===== src/rtl/cpu_pkg.sv =====
// -----------------------------------------------------------------------------
// cpu_pkg
// Shared types for the FETCH/EX/WB CPU pipeline control.
//   pcsrc_e      : PC source selection driven into the datapath
//   seq_state_e  : states of the pipeline sequencer FSM
//   pcsrc_sel()  : priority encoder for control transfers (jalr > jal > branch)
// -----------------------------------------------------------------------------
package cpu_pkg;

  localparam int REG_W = 5;

  typedef enum logic [1:0] {
    PCSRC_SEQ  = 2'd0,   // PC + 4
    PCSRC_BR   = 2'd1,   // branch target
    PCSRC_JAL  = 2'd2,   // jal target
    PCSRC_JALR = 2'd3    // jalr target (R_EX)
  } pcsrc_e;

  typedef enum logic [1:0] {
    RUN      = 2'd0,
    REDIRECT = 2'd1,
    MCWAIT   = 2'd2
  } seq_state_e;

  // Several transfer flags may be set at once; the most specific one wins.
  function automatic pcsrc_e pcsrc_sel(input logic jalr, input logic jal,
                                       input logic br_taken);
    pcsrc_e sel;
    sel = PCSRC_SEQ;
    if (jalr)          sel = PCSRC_JALR;
    else if (jal)      sel = PCSRC_JAL;
    else if (br_taken) sel = PCSRC_BR;
    return sel;
  endfunction

endpackage


===== src/rtl/raw_hazard_detect.sv =====
// -----------------------------------------------------------------------------
// raw_hazard_detect
// Combinational read-after-write compare between the instruction in FETCH and
// the producer in EX. x0 is never a producer.
//   valid_i     in  1      FETCH holds a valid instruction
//   regwrite_i  in  1      EX instruction writes rd_i
//   rs1_i,rs2_i in  REG_W  source registers in FETCH
//   rd_i        in  REG_W  destination register in EX
//   hit_rs1_o   out 1      rs1_i depends on the EX result
//   hit_rs2_o   out 1      rs2_i depends on the EX result
// -----------------------------------------------------------------------------
module raw_hazard_detect
  import cpu_pkg::*;
(
  input  logic             valid_i,
  input  logic             regwrite_i,
  input  logic [REG_W-1:0] rs1_i,
  input  logic [REG_W-1:0] rs2_i,
  input  logic [REG_W-1:0] rd_i,
  output logic             hit_rs1_o,
  output logic             hit_rs2_o
);

  logic producer;

  assign producer  = valid_i & regwrite_i & (rd_i != '0);
  assign hit_rs1_o = producer & (rs1_i == rd_i);
  assign hit_rs2_o = producer & (rs2_i == rd_i);

endmodule


===== src/rtl/pipe_sequencer.sv =====
// -----------------------------------------------------------------------------
// pipe_sequencer
// Pipeline sequencer for the FETCH/EX/WB CPU, between control_unit and
// datapath. Resolves control transfers, RAW hazards and multi-cycle EX ops.
//
// Optional feature macro: HAZARD_FWD_EN
//   defined     : RAW hazards are forwarded (fwd_rs1/fwd_rs2 ports), no stall
//   not defined : RAW hazard stalls FETCH and bubbles EX for one cycle
//
// Parameters
//   FLUSH_CYCLES  bubbles after a taken transfer (1..7)
//   MC_TIMEOUT    cycles waited for mc_done before abort (>=2)
//   CNT_W         width of the stall performance counter
// Ports
//   clk, rst (async, active-low)
//   valid_F, rs1_F, rs2_F            instruction in FETCH
//   rd_EX, regwrite_EX               producer in EX
//   branch_EX, jal_EX, jalr_EX, R_EX control transfer in EX (R_EX[0] = taken)
//   mc_req_EX, mc_done               multi-cycle unit handshake in
//   stall_FETCH, stall_EX, flush_F   pipeline control out
//   pcsrc_EX                         PC source select (cpu_pkg::pcsrc_e)
//   mc_start, mc_err                 multi-cycle start pulse / sticky timeout
//   stall_cnt                        saturating count of stall_FETCH cycles
//   fwd_rs1, fwd_rs2                 forwarding selects (HAZARD_FWD_EN only)
// -----------------------------------------------------------------------------
module pipe_sequencer
  import cpu_pkg::*;
#(
  parameter int FLUSH_CYCLES = 1,
  parameter int MC_TIMEOUT   = 64,
  parameter int CNT_W        = 16
) (
  input  logic             clk,
  input  logic             rst,
  input  logic             valid_F,
  input  logic [REG_W-1:0] rs1_F,
  input  logic [REG_W-1:0] rs2_F,
  input  logic [REG_W-1:0] rd_EX,
  input  logic             regwrite_EX,
  input  logic             branch_EX,
  input  logic             jal_EX,
  input  logic             jalr_EX,
  input  logic [31:0]      R_EX,
  input  logic             mc_req_EX,
  input  logic             mc_done,
  output logic             stall_FETCH,
  output logic             stall_EX,
  output logic             flush_F,
  output logic [1:0]       pcsrc_EX,
  output logic             mc_start,
  output logic             mc_err,
`ifdef HAZARD_FWD_EN
  output logic             fwd_rs1,
  output logic             fwd_rs2,
`endif
  output logic [CNT_W-1:0] stall_cnt
);

  localparam int FLUSH_W = 3;
  localparam int TIMER_W = $clog2(MC_TIMEOUT);

  seq_state_e         state_q;
  logic [FLUSH_W-1:0] flush_ctr_q;
  logic [TIMER_W-1:0] timer_q;
  logic               mc_start_q;
  logic               mc_err_q;
  logic               raw_hold_q;
  logic [CNT_W-1:0]   stall_cnt_q;

  logic   hit_rs1, hit_rs2;
  logic   br_taken, taken;
  logic   raw_stall;
  logic   mc_done_ok;
  logic   timeout;
  pcsrc_e pcsrc_d;

  // Only the taken flag of the ALU result matters here.
  logic unused_r_ex;
  assign unused_r_ex = ^R_EX[31:1];

  raw_hazard_detect u_raw (
    .valid_i    (valid_F),
    .regwrite_i (regwrite_EX),
    .rs1_i      (rs1_F),
    .rs2_i      (rs2_F),
    .rd_i       (rd_EX),
    .hit_rs1_o  (hit_rs1),
    .hit_rs2_o  (hit_rs2)
  );

  assign br_taken = branch_EX & R_EX[0];
  assign taken    = jal_EX | jalr_EX | br_taken;

`ifdef HAZARD_FWD_EN
  assign raw_stall = 1'b0;
  assign fwd_rs1   = hit_rs1;
  assign fwd_rs2   = hit_rs2;
`else
  // raw_hold_q blocks a second back-to-back stall so a hazard costs one cycle.
  assign raw_stall = (hit_rs1 | hit_rs2) & ~raw_hold_q;
`endif

  // A done pulse coinciding with the start pulse belongs to no request.
  assign mc_done_ok = mc_done & ~mc_start_q;
  assign timeout    = (timer_q == TIMER_W'(MC_TIMEOUT - 1));

  // Pipeline controls are Mealy outputs: the datapath must react in the same
  // cycle the EX instruction is seen.
  always_comb begin
    // NOTE: every output gets a default first so no path leaves it unassigned,
    // which would otherwise infer a latch.
    stall_FETCH = 1'b0;
    stall_EX    = 1'b0;
    flush_F     = 1'b0;
    pcsrc_d     = PCSRC_SEQ;
    if (!rst) begin
      stall_FETCH = 1'b1;
      stall_EX    = 1'b1;
    end else begin
      case (state_q)
        RUN: begin
          if (mc_req_EX) begin
            stall_FETCH = 1'b1;
          end else if (taken) begin
            flush_F = 1'b1;
            pcsrc_d = pcsrc_sel(jalr_EX, jal_EX, br_taken);
          end else if (raw_stall) begin
            stall_FETCH = 1'b1;
            stall_EX    = 1'b1;
          end
        end
        REDIRECT: begin
          flush_F  = 1'b1;
          stall_EX = 1'b1;
        end
        MCWAIT: begin
          // EX is held by the datapath while the multi-cycle unit runs.
          stall_FETCH = 1'b1;
          if (!mc_done_ok && timeout) flush_F = 1'b1;
        end
        default: ;
      endcase
    end
  end

  assign pcsrc_EX = pcsrc_d;

  // NOTE: sequential state uses non-blocking assignments so every register
  // samples the pre-edge values regardless of statement order.
  always_ff @(posedge clk or negedge rst) begin
    if (!rst) begin
      state_q     <= RUN;
      flush_ctr_q <= '0;
      timer_q     <= '0;
      mc_start_q  <= 1'b0;
      mc_err_q    <= 1'b0;
      raw_hold_q  <= 1'b0;
    end else begin
      mc_start_q <= 1'b0;
      raw_hold_q <= 1'b0;
      case (state_q)
        RUN: begin
          timer_q <= '0;
          if (mc_req_EX) begin
            state_q    <= MCWAIT;
            mc_start_q <= 1'b1;
          end else if (taken) begin
            if (FLUSH_CYCLES > 1) begin
              state_q     <= REDIRECT;
              flush_ctr_q <= FLUSH_W'(FLUSH_CYCLES - 1);
            end
          end else if (raw_stall) begin
            raw_hold_q <= 1'b1;
          end
        end
        REDIRECT: begin
          flush_ctr_q <= flush_ctr_q - 1'b1;
          if (flush_ctr_q == FLUSH_W'(1)) state_q <= RUN;
        end
        MCWAIT: begin
          // Done has priority over a timeout in the same cycle.
          if (mc_done_ok) begin
            state_q <= RUN;
            timer_q <= '0;
          end else if (timeout) begin
            state_q  <= RUN;
            mc_err_q <= 1'b1;
            timer_q  <= '0;
          end else begin
            timer_q <= timer_q + 1'b1;
          end
        end
        default: state_q <= RUN;
      endcase
    end
  end

  // Saturating performance counter of FETCH stall cycles.
  always_ff @(posedge clk or negedge rst) begin
    if (!rst) begin
      stall_cnt_q <= '0;
    end else if (stall_FETCH && (stall_cnt_q != '1)) begin
      stall_cnt_q <= stall_cnt_q + 1'b1;
    end
  end

  assign mc_start  = mc_start_q;
  assign mc_err    = mc_err_q;
  assign stall_cnt = stall_cnt_q;

endmodule


===== config.mk =====
export PLATFORM = sky130hd
export DESIGN_NAME = pipe_sequencer
export DESIGN_NICKNAME = d
export VERILOG_FILES = /design/src/rtl/cpu_pkg.sv /design/src/rtl/raw_hazard_detect.sv /design/src/rtl/pipe_sequencer.sv
export SDC_FILE = /design/constraint.sdc
export NUM_CORES = 1
export LEC_CHECK = 0
export CORE_AREA = 8 8 68 70
export CTS_BUF_LIST = sky130_fd_sc_hd__clkbuf_8 sky130_fd_sc_hd__clkbuf_16
export CTS_CLUSTER_SIZE = 14
export DETAILED_ROUTE_END_ITERATION = 12
export DIE_AREA = 0 0 76 78
export GPL_ROUTABILITY_DRIVEN = 1
export PLACE_DENSITY = 0.8
export SLEW_MARGIN = 15
export SYNTH_ARGS = -nofsm -noshare
export SYNTH_HDL_FRONTEND = slang
export SYNTH_SLANG_ARGS = --single-unit

===== constraint.sdc =====
create_clock -name clk -period 4 [get_ports clk]
set_clock_uncertainty 0.15 [all_clocks]
set_input_delay 0.8 -clock clk [delete_from_list [all_inputs] [get_ports clk]]
set_output_delay 0.8 -clock clk [all_outputs]
set_load 0.01 [all_outputs]

==> impl_metrics.ini <==
[outcome]
status = complete, no violations

[synth]
syn-instance-count = 145
postSynthRegisterBits = 26
yosys.cell_count.top_type = dfrtp_1
synth_top_area_share_pct = 46.0
dominant_synthesized_flop_cell = dfrtp_1
synth_nets = 203
netlist.top_cell.by_area = dfrtp_1
netlist-cell-type-count = 32
synth_top_cells_by_area = dfrtp_1 (46%), xnor2_1 (9.3%), xor2_1 (6.8%), nor2_1 (6.4%), nand2_1 (4.5%)
synth.yosys.warnings = 0
synth_sequential_area_ratio_pct = 46.0
count_of_flip_flops_with_a_built_in_enable_after_synthesis = 0
synth_area_mm2 = 0.00142
synthTopCellsByCount = dfrtp_1 (26), nor2_1 (24), nand2_1 (17)
synthesis.area_per_instance_um2 = 9.76
synth_async_sr_flop_share_pct = 100

[placed_design]
place.detailed.hpwl_um = 2580
placedCellCount = 245
gp_congestion = 0.780
post_detailed_placement_cell_area_mm2 = 0.00198
dp_worst_setup_slack_ps = 125
port_buffers = 47

[clock_network]
tritoncts = yes
cts.root.buffer_cell = clkbuf_8
cts_hold_buffers = 0
cts_buffer_count = 3
tritoncts_sink_count = 26
ctsResizeCount = 0
worst_setup_hold_path_clk_slew_ps = 80
htree_levels = 1
cts-root-to-sink-buffers = 2
worst_skew_pair.late_latency_ps = 260
post-cts-setup-buffers = 0

[critical_path]
critical_path.startpoint_type = input pin
worstPathArrival_ps = 2910
critPathTopFamily = simple AND/OR/NAND/NOR gates
critical-path-max-stage-delay_ps = 540
worst_path_cell_trace = clkdlybuf4s50_1 > or4_1 > nor2_2 > nor4_4 > and3_2 > nand2b_1 > clkdlybuf4s50_1
critical_path_peak_fanout = 4
crit_path_frequent_cell = clkdlybuf4s50_1
crit_required_ps = 3050
worst_path_buf_inv = 2
criticalPathCategory = input pin to primary output
crit_path_top_delay_cell = or4_1
end_kind = primary output

[floorplan]
coreArea_mm2 = 0.00355
io_pins = 79
rows = 22
effective_utilization_at_floorplan_pct = 39.9
die_y_um = 78
fp.dieW_um = 76
dieArea_mm2 = 0.00593

[timing]
number_of_hold_violations_in_the_final_report = 0
setup_total_negative_slack_ps = 0
layout_setup_ws_ps = 142
fin_crit_sh_pct = 96.4
finalMaxSlewViolations = 0
max_slew.worst_pin.slew_ps = 441
finalSetupViolations = 0
max-slew-margin-rel_pct = 70.4
fmax_mhz = 259
unrepaired_setup_endpoints_after_global_routing = false
hold_ws_ps = 318
fin_crit_ps = 3860

[routing]
drt_drc_violations_left = 0
drtIter0Drc = 27
total_via_count_in_the_routed_design = 1188
routed_via_density = 4.79
ant_nets_after_route = 0
drt_first_pass_iters = 4
drt-total-wl_um = 3180
routedWlPerCell_um = 12.8

[power_and_ir_drop]
power_mw = 0.988
p_int_mw = 0.644
power.share.combinational_pct = 41.7
swShare_pct = 34.8
pwr_density_cell_mw_per_mm2 = 488
power.net_switching_mw = 0.344
leakagePower_nw = 0.821
vdd_drop_max_mv = 0.326
power.share.clock_pct = 14.6
sequentialPowerShare_pct = 43.8

[grt]
grt_start_max_net_pins = 20
globalRouteTotalUtil_pct = 10.9
grt_pass1_vias = 1239
grt_first_pass_wirelength_um = 5520
antenna_found_initial = 0
grt_remaining_overflow = 0

[finish]
final_layout_size_suffix_gt1_share_pct = 9.50
syn_to_final_growth_pct = 43.1
layout.core_utilization_pct = 57.0
final_area_mm2 = 0.00202
instances_no_fill = 248
n_antenna_cell = 0
num-nets-final = 260
nFillCells = 318

[hold_path]
min-delay-path-class = flop to flop

[flow_run]
number_of_max_cap_violations = 0
-- cells by family after synthesis --
kind of cell | synth area share (%)
AO/OA/AOI/OAI | 6.10
flip-flops | 46.0
AND/OR/NAND/NOR | 26.1
multiplexers | 2.65
XOR/XNOR | 16.1
adder cells (fa/ha/maj) | 1.77
buffers and inverters | 1.33
-- worst paths after layout --
kind / from / end / slack (ps) / cells past startpoint
max in group asynchronous: rst / raw_hold_q$_DFF_PN0_ / 2410 / 2
worst max register to register: stall_cnt[0]$_DFFE_PN0P_ / stall_cnt[1]$_DFFE_PN0P_ / 1710 / 6
worst min-delay path: state_q[1]$_DFFE_PN0P_ / mc_start$_DFF_PN0_ / 320 / 1
worst max-delay path: rd_EX[3] / stall_EX / 140 / 7
worst min register to register: state_q[1]$_DFFE_PN0P_ / mc_start$_DFF_PN0_ / 320 / 1
min in group asynchronous: rst / mc_start$_DFF_PN0_ / 690 / 1
-- power by group through the flow --
stage                     registers (mW)  clock network (mW)  logic (mW)
after CTS                          0.433               0.145       0.420
after global placement             0.437                   0       0.407
after floorplan                    0.454                   0       0.173
after global routing               0.446               0.158       0.454
final                              0.433               0.144       0.412
after detailed placement           0.438                   0       0.416
-- layer usage --
metal | GRT usage, % | vias to the layer above | wire length (um)
li1 | - | 596 | -
met1 | 13.0 | 563 | 1530
met2 | 19.1 | 27 | 1490
met3 | 1.96 | 2 | 123
met4 | 4.12 | 0 | 36
met5 | 0 | - | 0
-- cell type report --
type	instances	area [um2]	share of cell area, %
multi-input cells	114	746	36.8
clock buffers	3	41.3	2.04
well taps	48	60.1	2.97
repair buffers	52	508	25.1
flip-flops and latches	26	651	32.1
inverters	5	18.8	0.927
-- sequential cells by signal, summed over array words and instances (netlist names) --
register	cells
stall_cnt	16
mc_err	1
mc_start	1
state_q	1
raw_hold_q	1
timer_q	6
-- cells in the final DEF (no fill, tap or decap), drive strengths merged --
cell type      count
xnor2             15
buf                5
or3                1
nor2              25
xor2              11
nand3              7
o22ai              1
clkbuf             3
clkdlybuf4s50     47
o22a               1
nand2b             3
o21ai              2
nor4               3
nand4              4
a21boi             1
ha                 2
a21oi              3
nand2             17
mux2               3
or2                3
dfrtp             26
or4                1
nor3               5
a31oi              1
and3               3
inv                5
nor2b              2
(Power assumes the default switching activity.)
